--- src/rtl/fpu_vec_runner_if.sv ---
// Purpose: load, control, FPU-drive and result/status bundle for the FPU vector runner.
// Latency: n/a (plain signal bundle, no logic).
// Backpressure: ld_valid/ld_ready handshake on loads; the FPU side has no backpressure.
// Ports: ld_* load channel, start/clear control, busy/done status, fpu_* FPU drive,
//        res_* per-result report, vec_count/err_count counters.
interface fpu_vec_runner_if #(
  parameter int WIDTH = 64,
  parameter int OPW   = 3,
  parameter int AW    = 4,
  parameter int CW    = 16
);
  logic             ld_valid;
  logic             ld_ready;
  logic [WIDTH-1:0] ld_a;
  logic [WIDTH-1:0] ld_b;
  logic [OPW-1:0]   ld_op;
  logic [WIDTH-1:0] ld_exp;
  logic             start;
  logic             clear;
  logic             busy;
  logic             done;
  logic [WIDTH-1:0] fpu_a;
  logic [WIDTH-1:0] fpu_b;
  logic [OPW-1:0]   fpu_op;
  logic             issue_valid;
  logic [WIDTH-1:0] fpu_out;
  logic             res_valid;
  logic [AW-1:0]    res_idx;
  logic             res_mismatch;
  logic [AW:0]      vec_count;
  logic [CW-1:0]    err_count;

  // Runner side.
  modport slave (
    input  ld_valid, ld_a, ld_b, ld_op, ld_exp, start, clear, fpu_out,
    output ld_ready, busy, done, fpu_a, fpu_b, fpu_op, issue_valid,
           res_valid, res_idx, res_mismatch, vec_count, err_count
  );

  // Host / FPU side.
  modport master (
    output ld_valid, ld_a, ld_b, ld_op, ld_exp, start, clear, fpu_out,
    input  ld_ready, busy, done, fpu_a, fpu_b, fpu_op, issue_valid,
           res_valid, res_idx, res_mismatch, vec_count, err_count
  );
endinterface

--- src/rtl/fpu_vec_runner.sv ---
// Purpose: stores up to DEPTH test vectors, streams them one per cycle into an FPU and checks results.
// Latency: N vectors go from start to done in N+LAT+1 cycles; each result is reported LAT cycles after issue.
// Backpressure: loads accepted only in IDLE while storage has room; the FPU stream is never stalled.
// Ports: clk, rst (async active-high) plus bus (fpu_vec_runner_if.slave) carrying the load channel,
//        start/clear, busy/done, FPU operands/op/issue_valid, fpu_out, res_* report and counters.
module fpu_vec_runner #(
  parameter int WIDTH = 64,
  parameter int OPW   = 3,
  parameter int DEPTH = 16,
  parameter int AW    = 4,
  parameter int LAT   = 4,
  parameter int CW    = 16
) (
  input logic             clk,
  input logic             rst,
  fpu_vec_runner_if.slave bus
);

  typedef struct packed {
    logic [OPW-1:0]   op;
    logic [WIDTH-1:0] exp;
    logic [WIDTH-1:0] b;
    logic [WIDTH-1:0] a;
  } vec_t;

  typedef enum logic [1:0] {
    S_IDLE  = 2'd0,
    S_ISSUE = 2'd1,
    S_DRAIN = 2'd2,
    S_DONE  = 2'd3
  } state_e;

  localparam logic [AW:0]   DEPTH_V = (AW+1)'(DEPTH);
  localparam logic [CW-1:0] ERR_MAX = '1;

  state_e state_q, state_d;

  logic [AW:0]      vec_count_q, vec_count_d;
  logic [AW-1:0]    rd_ptr_q, rd_ptr_d;
  logic [CW-1:0]    err_count_q, err_count_d;
  logic [WIDTH-1:0] fpu_a_q, fpu_a_d;
  logic [WIDTH-1:0] fpu_b_q, fpu_b_d;
  logic [OPW-1:0]   fpu_op_q, fpu_op_d;
  logic             issue_valid_q, issue_valid_d;
  logic             res_valid_q, res_valid_d;
  logic [AW-1:0]    res_idx_q, res_idx_d;
  logic             res_mismatch_q, res_mismatch_d;

  // In-flight tracker: stage 0 receives the vector issued this edge, stage LAT-1
  // is the one whose FPU result is on fpu_out now.
  logic [LAT-1:0]   trk_vld_q, trk_vld_d;
  logic [AW-1:0]    trk_idx_q [LAT];
  logic [AW-1:0]    trk_idx_d [LAT];
  logic [WIDTH-1:0] trk_exp_q [LAT];
  logic [WIDTH-1:0] trk_exp_d [LAT];

  // Vector storage is deliberately not reset.
  vec_t mem_q [DEPTH];
  vec_t ld_vec;
  vec_t rd_vec;

  logic        ld_ready;
  logic        busy;
  logic        done;
  logic        ld_fire;
  logic        last_issue;
  logic        trk_empty;
  logic        cmp_mismatch;
  logic [AW:0] cnt_eff;

  assign ld_vec.a   = bus.ld_a;
  assign ld_vec.b   = bus.ld_b;
  assign ld_vec.op  = bus.ld_op;
  assign ld_vec.exp = bus.ld_exp;
  assign rd_vec     = mem_q[rd_ptr_q];

  assign ld_fire    = bus.ld_valid & ld_ready;
  // A load in the same cycle as start counts toward the run.
  assign cnt_eff    = vec_count_q + {{AW{1'b0}}, ld_fire};
  assign last_issue = ({1'b0, rd_ptr_q} == (vec_count_q - (AW+1)'(1)));
  assign trk_empty  = ~|trk_vld_q;
  assign cmp_mismatch = trk_vld_q[LAT-1] && (bus.fpu_out != trk_exp_q[LAT-1]);

  // ---------------- FSM: state register ----------------
  always_ff @(posedge clk or posedge rst) begin
    if (rst) state_q <= S_IDLE;
    else     state_q <= state_d;
  end

  // ---------------- FSM: next state ----------------
  always_comb begin
    state_d = state_q;
    case (state_q)
      S_IDLE:  if (bus.start) state_d = (cnt_eff != '0) ? S_ISSUE : S_DONE;
      S_ISSUE: if (last_issue) state_d = S_DRAIN;
      // Empty tracker means the final compare has already been reported.
      S_DRAIN: if (trk_empty) state_d = S_DONE;
      S_DONE: begin
        if (bus.clear)                              state_d = S_IDLE;
        else if (bus.start && vec_count_q != '0)    state_d = S_ISSUE;
      end
      default: state_d = S_IDLE;
    endcase
  end

  // ---------------- FSM: outputs ----------------
  always_comb begin
    ld_ready = (state_q == S_IDLE) && (vec_count_q < DEPTH_V);
    busy     = (state_q == S_ISSUE) || (state_q == S_DRAIN);
    done     = (state_q == S_DONE);
  end

  // ---------------- datapath next values ----------------
  always_comb begin
    vec_count_d    = vec_count_q;
    rd_ptr_d       = rd_ptr_q;
    err_count_d    = err_count_q;
    fpu_a_d        = fpu_a_q;
    fpu_b_d        = fpu_b_q;
    fpu_op_d       = fpu_op_q;
    issue_valid_d  = 1'b0;
    res_valid_d    = trk_vld_q[LAT-1];
    res_idx_d      = trk_idx_q[LAT-1];
    res_mismatch_d = cmp_mismatch;

    if (cmp_mismatch && err_count_q != ERR_MAX) err_count_d = err_count_q + 1'b1;

    case (state_q)
      S_IDLE: begin
        vec_count_d = cnt_eff;
        rd_ptr_d    = '0;
      end
      S_ISSUE: begin
        fpu_a_d       = rd_vec.a;
        fpu_b_d       = rd_vec.b;
        fpu_op_d      = rd_vec.op;
        issue_valid_d = 1'b1;
        rd_ptr_d      = rd_ptr_q + 1'b1;
      end
      S_DONE: begin
        if (bus.clear) begin
          vec_count_d = '0;
          err_count_d = '0;
          rd_ptr_d    = '0;
        end else if (bus.start && vec_count_q != '0) begin
          err_count_d = '0;
          rd_ptr_d    = '0;
        end
      end
      default: ;
    endcase
  end

  // ---------------- tracker shift ----------------
  always_comb begin
    trk_vld_d    = '0;
    trk_vld_d[0] = (state_q == S_ISSUE);
    trk_idx_d[0] = rd_ptr_q;
    trk_exp_d[0] = rd_vec.exp;
    for (int i = 1; i < LAT; i++) begin
      trk_vld_d[i] = trk_vld_q[i-1];
      trk_idx_d[i] = trk_idx_q[i-1];
      trk_exp_d[i] = trk_exp_q[i-1];
    end
  end

  // ---------------- registers ----------------
  always_ff @(posedge clk or posedge rst) begin
    if (rst) begin
      vec_count_q    <= '0;
      rd_ptr_q       <= '0;
      err_count_q    <= '0;
      fpu_a_q        <= '0;
      fpu_b_q        <= '0;
      fpu_op_q       <= '0;
      issue_valid_q  <= 1'b0;
      res_valid_q    <= 1'b0;
      res_idx_q      <= '0;
      res_mismatch_q <= 1'b0;
      trk_vld_q      <= '0;
      for (int i = 0; i < LAT; i++) begin
        trk_idx_q[i] <= '0;
        trk_exp_q[i] <= '0;
      end
    end else begin
      vec_count_q    <= vec_count_d;
      rd_ptr_q       <= rd_ptr_d;
      err_count_q    <= err_count_d;
      fpu_a_q        <= fpu_a_d;
      fpu_b_q        <= fpu_b_d;
      fpu_op_q       <= fpu_op_d;
      issue_valid_q  <= issue_valid_d;
      res_valid_q    <= res_valid_d;
      res_idx_q      <= res_idx_d;
      res_mismatch_q <= res_mismatch_d;
      trk_vld_q      <= trk_vld_d;
      for (int i = 0; i < LAT; i++) begin
        trk_idx_q[i] <= trk_idx_d[i];
        trk_exp_q[i] <= trk_exp_d[i];
      end
    end
  end

  // Write address is the current count, so no separate write pointer is kept.
  always_ff @(posedge clk) begin
    if (ld_fire) mem_q[vec_count_q[AW-1:0]] <= ld_vec;
  end

  assign bus.ld_ready     = ld_ready;
  assign bus.busy         = busy;
  assign bus.done         = done;
  assign bus.fpu_a        = fpu_a_q;
  assign bus.fpu_b        = fpu_b_q;
  assign bus.fpu_op       = fpu_op_q;
  assign bus.issue_valid  = issue_valid_q;
  assign bus.res_valid    = res_valid_q;
  assign bus.res_idx      = res_idx_q;
  assign bus.res_mismatch = res_mismatch_q;
  assign bus.vec_count    = vec_count_q;
  assign bus.err_count    = err_count_q;

endmodule
--- src/flat_wrapper.sv ---
// flat-port wrapper written by rule: the top's interface ports become plain ports
module fpu_vec_runner_flat 
#(
  parameter int WIDTH = 64,
  parameter int OPW   = 3,
  parameter int DEPTH = 16,
  parameter int AW    = 4,
  parameter int LAT   = 4,
  parameter int CW    = 16
)
  (clk, rst, bus_ld_valid, bus_ld_a, bus_ld_b, bus_ld_op, bus_ld_exp, bus_start, bus_clear, bus_fpu_out, bus_ld_ready, bus_busy, bus_done, bus_fpu_a, bus_fpu_b, bus_fpu_op, bus_issue_valid, bus_res_valid, bus_res_idx, bus_res_mismatch, bus_vec_count, bus_err_count);
  fpu_vec_runner_if #(.WIDTH(WIDTH), .OPW(OPW), .AW(AW), .CW(CW)) bus_i ();
  input logic clk;
  input logic rst;
  input wire logic [$bits(bus_i.ld_valid)-1:0] bus_ld_valid;
  input wire logic [$bits(bus_i.ld_a)-1:0] bus_ld_a;
  input wire logic [$bits(bus_i.ld_b)-1:0] bus_ld_b;
  input wire logic [$bits(bus_i.ld_op)-1:0] bus_ld_op;
  input wire logic [$bits(bus_i.ld_exp)-1:0] bus_ld_exp;
  input wire logic [$bits(bus_i.start)-1:0] bus_start;
  input wire logic [$bits(bus_i.clear)-1:0] bus_clear;
  input wire logic [$bits(bus_i.fpu_out)-1:0] bus_fpu_out;
  output wire logic [$bits(bus_i.ld_ready)-1:0] bus_ld_ready;
  output wire logic [$bits(bus_i.busy)-1:0] bus_busy;
  output wire logic [$bits(bus_i.done)-1:0] bus_done;
  output wire logic [$bits(bus_i.fpu_a)-1:0] bus_fpu_a;
  output wire logic [$bits(bus_i.fpu_b)-1:0] bus_fpu_b;
  output wire logic [$bits(bus_i.fpu_op)-1:0] bus_fpu_op;
  output wire logic [$bits(bus_i.issue_valid)-1:0] bus_issue_valid;
  output wire logic [$bits(bus_i.res_valid)-1:0] bus_res_valid;
  output wire logic [$bits(bus_i.res_idx)-1:0] bus_res_idx;
  output wire logic [$bits(bus_i.res_mismatch)-1:0] bus_res_mismatch;
  output wire logic [$bits(bus_i.vec_count)-1:0] bus_vec_count;
  output wire logic [$bits(bus_i.err_count)-1:0] bus_err_count;
  assign bus_i.ld_valid = bus_ld_valid;
  assign bus_i.ld_a = bus_ld_a;
  assign bus_i.ld_b = bus_ld_b;
  assign bus_i.ld_op = bus_ld_op;
  assign bus_i.ld_exp = bus_ld_exp;
  assign bus_i.start = bus_start;
  assign bus_i.clear = bus_clear;
  assign bus_i.fpu_out = bus_fpu_out;
  assign bus_ld_ready = bus_i.ld_ready;
  assign bus_busy = bus_i.busy;
  assign bus_done = bus_i.done;
  assign bus_fpu_a = bus_i.fpu_a;
  assign bus_fpu_b = bus_i.fpu_b;
  assign bus_fpu_op = bus_i.fpu_op;
  assign bus_issue_valid = bus_i.issue_valid;
  assign bus_res_valid = bus_i.res_valid;
  assign bus_res_idx = bus_i.res_idx;
  assign bus_res_mismatch = bus_i.res_mismatch;
  assign bus_vec_count = bus_i.vec_count;
  assign bus_err_count = bus_i.err_count;
  fpu_vec_runner #(.WIDTH(WIDTH), .OPW(OPW), .DEPTH(DEPTH), .AW(AW), .LAT(LAT), .CW(CW)) u_core (.clk(clk), .rst(rst), .bus(bus_i));
endmodule
--- config.mk ---
export PLATFORM = sky130hd
export DESIGN_NAME = fpu_vec_runner_flat
export DESIGN_NICKNAME = d
export VERILOG_FILES = /design/src/rtl/fpu_vec_runner_if.sv /design/src/rtl/fpu_vec_runner.sv /design/src/flat_wrapper.sv
export SDC_FILE = /design/constraint.sdc
export NUM_CORES = 2
export LEC_CHECK = 0
export CORE_MARGIN = 2
export CORE_UTILIZATION = 35
export CTS_BUF_LIST = sky130_fd_sc_hd__clkbuf_16
export DETAILED_ROUTE_END_ITERATION = 8
export PLACE_DENSITY = 0.52
export SLEW_MARGIN = 15
export SYNTH_ARGS = -nofsm -noshare
export SYNTH_HDL_FRONTEND = slang
export SYNTH_SLANG_ARGS = --single-unit
--- constraint.sdc ---
create_clock -name clk -period 16.38 [get_ports clk]
set_input_delay 2.457 -clock clk [delete_from_list [all_inputs] [get_ports clk]]
set_output_delay 2.457 -clock clk [all_outputs]
set_load 0.03 [all_outputs]
# Word level (Yosys, flattened, before mapping)
# Memory sizes are Yosys's and may differ from the RTL's.
# Index checks and enable logic that the tools add are counted.
# op_classes
add_sub_neg,4
order_cmp,1
n_eq_ne,11
mux,19
n_bitwise,1
n_reduce_logical,14
# op_table
op,count
two-way mux 16 bit,4
!= test 64 bit,1
"adder 16 x 1 -> 16 bit, second input constant",1
"!= test 16 bit, second input constant",1
two-way mux 2 bit,6
case mux 4 bit (3 select lines),1
case mux 5 bit (2 select lines),1
nonzero test 5 bit,2
two-way mux 4 bit,2
"!= test 2 bit, second input constant",4
case mux 2 bit (4 select lines),1
adder 5 x 1 -> 5 bit,1
equality test 4 x 5 -> 1 bit,1
"less-than comparator 5 bit, second input constant",1
two-way mux 5 bit,1
"subtractor 5 x 1 -> 5 bit, second input constant",1
"adder 4 x 1 -> 4 bit, second input constant",1
"equality test 2 bit, second input constant",2
logical AND 1 bit,4
AND reduction 2 bit,2
AND reduction 4 bit,1
OR reduction 4 bit,1
two-way mux 1 bit,3
"!= test 3 x 2 -> 1 bit, second input constant",1
other kinds (6),6
# word_totals
register_bits,441
mem_bits_rw,3120
inputBits,264
output_inout_bits,162
word_cells,71
memories,1
# mem_list
memory,words,word_bits,rd,rd_clocked_by_memory_dff,wr,line,rtl
u_core.mem_q,16,195,1,0,1,fpu_vec_runner.sv:58,vec_t mem_q [DEPTH];

# Longest topological paths before layout
# logic_depth
depth_word,8
ltp_mapped,13
mapped_depth_nobuf,11

# Worst setup path before layout
# No wires, ideal clock.
# synth_path
path_kind,input to register
startpoint,input bus_ld_valid
endpoint,memory u_core.mem_q[12][0] (netlist name) (enable)
setup_time_ps,754
arrival_time_ps,10955
t_required_ps,15626
path_slack_ps,4670
stages,4
path_buffers,1
path_cell_list,and2_1 > clkbuf_1 > nand2_1 > nor2_1
# synth_between
elab_chain_len,3
# synth_lines
element,line,rtl
from (decl),flat_wrapper.sv:15,input wire logic [$bits(bus_i.ld_valid)-1:0] bus_ld_valid;
bitwise AND 1 bit,fpu_vec_runner.sv:77,assign ld_fire = bus.ld_valid & ld_ready;
two-way mux 1 bit,fpu_vec_runner.sv:206,if (ld_fire) mem_q[vec_count_q[AW-1:0]] <= ld_vec;
two-way mux 1 bit (implied by the code),fpu_vec_runner.sv:206,
to (decl),fpu_vec_runner.sv:58,
# No other way between the ends.

# Worst setup path after layout
# layout_path
startpoint,input bus_ld_valid
endpoint,memory u_core.mem_q[2][21] (netlist name) (enable)
# The elaborated chain is that of the path after synthesis.

==> run summary <==
The most used flip-flop cell after synthesis is sky130_fd_sc_hd__edfxtp_1. In the finished design, the share of the clock period the worst path needs comes to 38.1%. Among all cell types in the netlist, the one instantiated most often is sky130_fd_sc_hd__edfxtp_1. The count of cell types in the netlist was 51; the overall routing resource usage was 17.8%. The floorplan step defined a core boundary enclosing 0.379 mm². Setup repair after global routing left no endpoint under its margin. The tools report the count of boundary I/O pins as 426.

The required time of the critical path is 16.91 ns, and the cell depth of the worst min-delay path is 0. After synthesis, the share of flip-flops with an asynchronous set or reset is 12.4%. In this run the core area contains 226 standard-cell rows. The die is 621 µm wide. The slew at the pin with the worst max-slew slack came out at 1.15 ns. The post-cts gate resize count is 0. Averaged over all synthesized cells, the footprint is 20.9 µm². The post-route netlist has 19.5% of its cells at a drive strength greater than 1.

Dividing the detail-routed via count by the number of cells gives 5.22. For the initial core utilization, the log shows 35.2%. Setup violations remaining at the end of the flow were counted as 0.

The flow ran to the end, and the final reports show no timing, DRC or antenna violations. The final worst clock skew was 0.0650 ns; the leakage power was 0.0498 µW. The die covers 0.385 mm². The H-tree depth reported by CTS is 5.

The setup TNS is 0 ns. TritonCTS created 378 clock buffers. Number of antenna violations at the first check in global routing: 83. The tools report the capture point of the worst reg-to-reg path as u_core.bus.fpu_b[12]. The run gives 0 as the hold violation total from the final report. The first TritonRoute pass finished after 8 iterations. For the relative slew slack, the log shows 22.9%. STA classifies the critical path endpoint as a flop. Dividing the detail-routed wire length by the instance count gives 28.1 µm. The first global-routing pass estimated 493000 µm of wire. The startpoint identified for the worst register-to-register timing path is u_core.rd_ptr_q[0]. In this run the deepest clock path goes through 4 buffers.

The cell count of the worst reg-to-reg path is 7. In the synthesized netlist, the cells that appear most often are 3120 x sky130_fd_sc_hd__edfxtp_1, 541 x sky130_fd_sc_hd__mux4_2, 485 x sky130_fd_sc_hd__mux2i_1. STA classifies the critical path startpoint as a primary input. The worst path meets setup with 10.13 ns of slack.

The worst-case register-to-register setup slack is 10.69 ns. Once detail routing completed, the nets flagged for antenna violations numbered 0. In this run the worst hold path is classified as reg -> reg. The wire-length estimate of the detail-placed layout is 189000 µm. TritonCTS built the clock tree. Clock tree synthesis selected as its root buffer the cell sky130_fd_sc_hd__clkbuf_16. The worst path in the final design needs a cycle of 6.25 ns, including I/O delays and setup.

By area the synthesized netlist is led by sky130_fd_sc_hd__edfxtp_1 70%, sky130_fd_sc_hd__mux4_2 9.2%, sky130_fd_sc_hd__dfrtp_1 8.3%. Summed over all layers, the global routing overflow is 0. In this run, post-CTS hold repair placed 0 buffers. The floorplan step set the die height to 621 µm. The synthesized instance count came out at 6372.

The combinational family with the most area after synthesis was multiplexers. The share of the synthesized netlist area taken by xor and xnor gates works out to 0.447%. Entering global routing, the biggest net connects 110 pins. The routed layout has 64328 vias. The clock drives 3560 sinks. The largest total area in the synthesized netlist belongs to sky130_fd_sc_hd__edfxtp_1.

Proportion of netlist area held by the largest area contributor: 70.4%. Summing the areas of all and, or, nand and nor instances in the mapped netlist gives 1.28% of the synthesized area. In this run the worst setup path terminates at u_core.mem_q[2][21].

For the portion of the post-synthesis area used by sequential elements, the log shows 78.7%. The clock reaches the later pin of the worst-skew pair after 0.96 ns. For the DRC violation count after routing, the log shows 0.

The number of global-route vias before repair is 66941, and the maximum fanout count along the critical path is 96. The starting DRC count in detailed routing came out at 5184. Based on the critical path, the design can be clocked at up to 0.160 GHz.

The run gives 0 as the number of slew-limit violations in the final report. The run gives 6650 as the number of nets in the synthesized netlist. In this run the power density over the cells is 154 mW/mm². The number of setup buffers added after CTS is 0. Counting flops and latches in the post-synthesis netlist gives 3560. For the worst setup path, the data arrival time is 6.77 ns. The final net count was 7245.

The mapped netlist covers 0.133 mm². The fill cell total of the finished layout is 33208, and the weighted congestion at the end of routability-driven global placement is 0.737. The total wire length after detailed routing was 347000 µm. Across the VDD grid, the largest voltage drop is 0.000160 V.

Post-synthesis adder-cell area fraction: 0.132%. Relative to the synthesized area, the layout overhead comes to 16.8%. The most critical setup path has its startpoint at bus_ld_valid.

The mux share of post-synthesis cell area is 14.4%. Prior to clock tree synthesis, the placed netlist has a worst setup slack of 9.07 ns. The number of buffer cells added on primary ports came out at 425.

Max-cap violations in this run came to 0. Clock-pin slew was measured on the worst setup and hold paths at 0.06 ns. For the number of warning messages in the yosys log, the log shows 0. The number of enable-type register cells in the synthesized netlist was 3120. By startpoint and endpoint, the worst setup path is classified as in -> reg.

The complex-gate fraction of the synthesized area was 3.61%.
-- worst min-delay path by stage --
stage                               start                    end
detailed placement  u_core.trk_exp_d[107]   u_core.trk_exp_d[43]
global placement     u_core.trk_exp_d[19]   u_core.trk_exp_q[19]
floorplan             u_core.res_idx_d[0]  u_core.bus.res_idx[0]
finish               u_core.trk_exp_d[54]   u_core.trk_exp_q[54]
CTS                  u_core.trk_exp_d[54]   u_core.trk_exp_q[54]
global route         u_core.trk_exp_d[54]   u_core.trk_exp_q[54]
-- where the power goes --
group / switching [µW] / internal (µW)
Clock: 3570 / 4660
Combinational: 2740 / 2150
Sequential: 393 / 10500
-- per-layer routing --
metal	wire length, µm	global-route usage, %	vias up
met1	147000	23.5	34823
met3	17800	2.99	544
li1	-	-	27277
met5	234	0	-
met4	7540	4.07	36
met2	175000	30.6	1648
-- metrics by stage --
stage	utilization (%)	hold WS, ns	area [µm²]	instances	total power (µW)
after floorplan	-	0.331	133000	6372	14200
after global placement	37.9	0.334	143000	11601	16100
after detailed placement	37.9	0.335	143000	11603	16100
after CTS	41.1	0.320	155000	12304	24400
after global routing	41.1	0.321	155000	12309	25000
final	41.1	0.328	156000	12323	24000
-- kinds of logic (layout without fill, tap and decap cells) --
family | after synthesis | in the layout
other | 0 | 19
XOR/XNOR | 68 | 68
adder cells (fa/ha/maj) | 14 | 14
buffers and inverters | 423 | 1339
multiplexers | 1215 | 1215
flip-flops | 3560 | 3560
AO/OA/AOI/OAI | 740 | 740
AND/OR/NAND/NOR | 352 | 352
-- sequential cells by signal, summed over array words and instances (netlist names) --
signal	cells
u_core.res_idx_d	4
u_core.bus.fpu_op	3
u_core.trk_exp_q	64
u_core.bus.fpu_b	64
u_core.trk_idx_d	12
u_core.bus.err_count	16
u_core.bus.fpu_a	64
u_core.mem_q	3120
u_core.rd_ptr_q	4
u_core.bus.res_valid	1
u_core.state_q	2
u_core.trk_vld_q	4
u_core.bus.vec_count	5
u_core.bus.res_idx	4
u_core.trk_exp_d	192
u_core.bus.res_mismatch	1
-- final cells by class --
class	instances	area, µm²	share of cell area [%]
Inverter	83	319	0.205
Clock inverter	312	2330	1.50
Antenna cell	19	47.5	0.0306
Timing Repair Buffer	555	5470	3.52
Clock buffer	389	9730	6.26
Tap cell	5016	6280	4.04
Sequential cell	3560	105000	67.3
Multi-Input combinational cell	2389	26600	17.1
-- cells in the final DEF (no fill, tap or decap), drive strengths merged, types with 19 or more instances in the layout --
master	netlist	layout
bufinv	0	21
clkdlybuf4s50	0	425
buf	166	130
dfrtp	440	440
o221ai	102	102
mux2	189	189
o21ai	242	242
inv	83	202
a22oi	65	65
nor2	28	28
clkinv	0	165
mux4	541	541
clkbuf	174	389
nor2b	77	77
o22ai	71	71
o311ai	38	38
edfxtp	3120	3120
a221oi	64	64
xnor2	68	68
mux2i	485	485
diode	0	19
nand4	24	24
nand2	169	169
a21oi	134	134
-- worst max-delay path, cell delays in order --
cell                              delay, ns
sky130_fd_sc_hd__clkdlybuf4s50_1       0.46
sky130_fd_sc_hd__and2_1                0.34
sky130_fd_sc_hd__nand2_1               0.32
sky130_fd_sc_hd__nor2_4                0.93
sky130_fd_sc_hd__buf_12                0.58
sky130_fd_sc_hd__buf_4                 0.80
sky130_fd_sc_hd__buf_4                 0.71
Power figures use the tool's default switching activity.
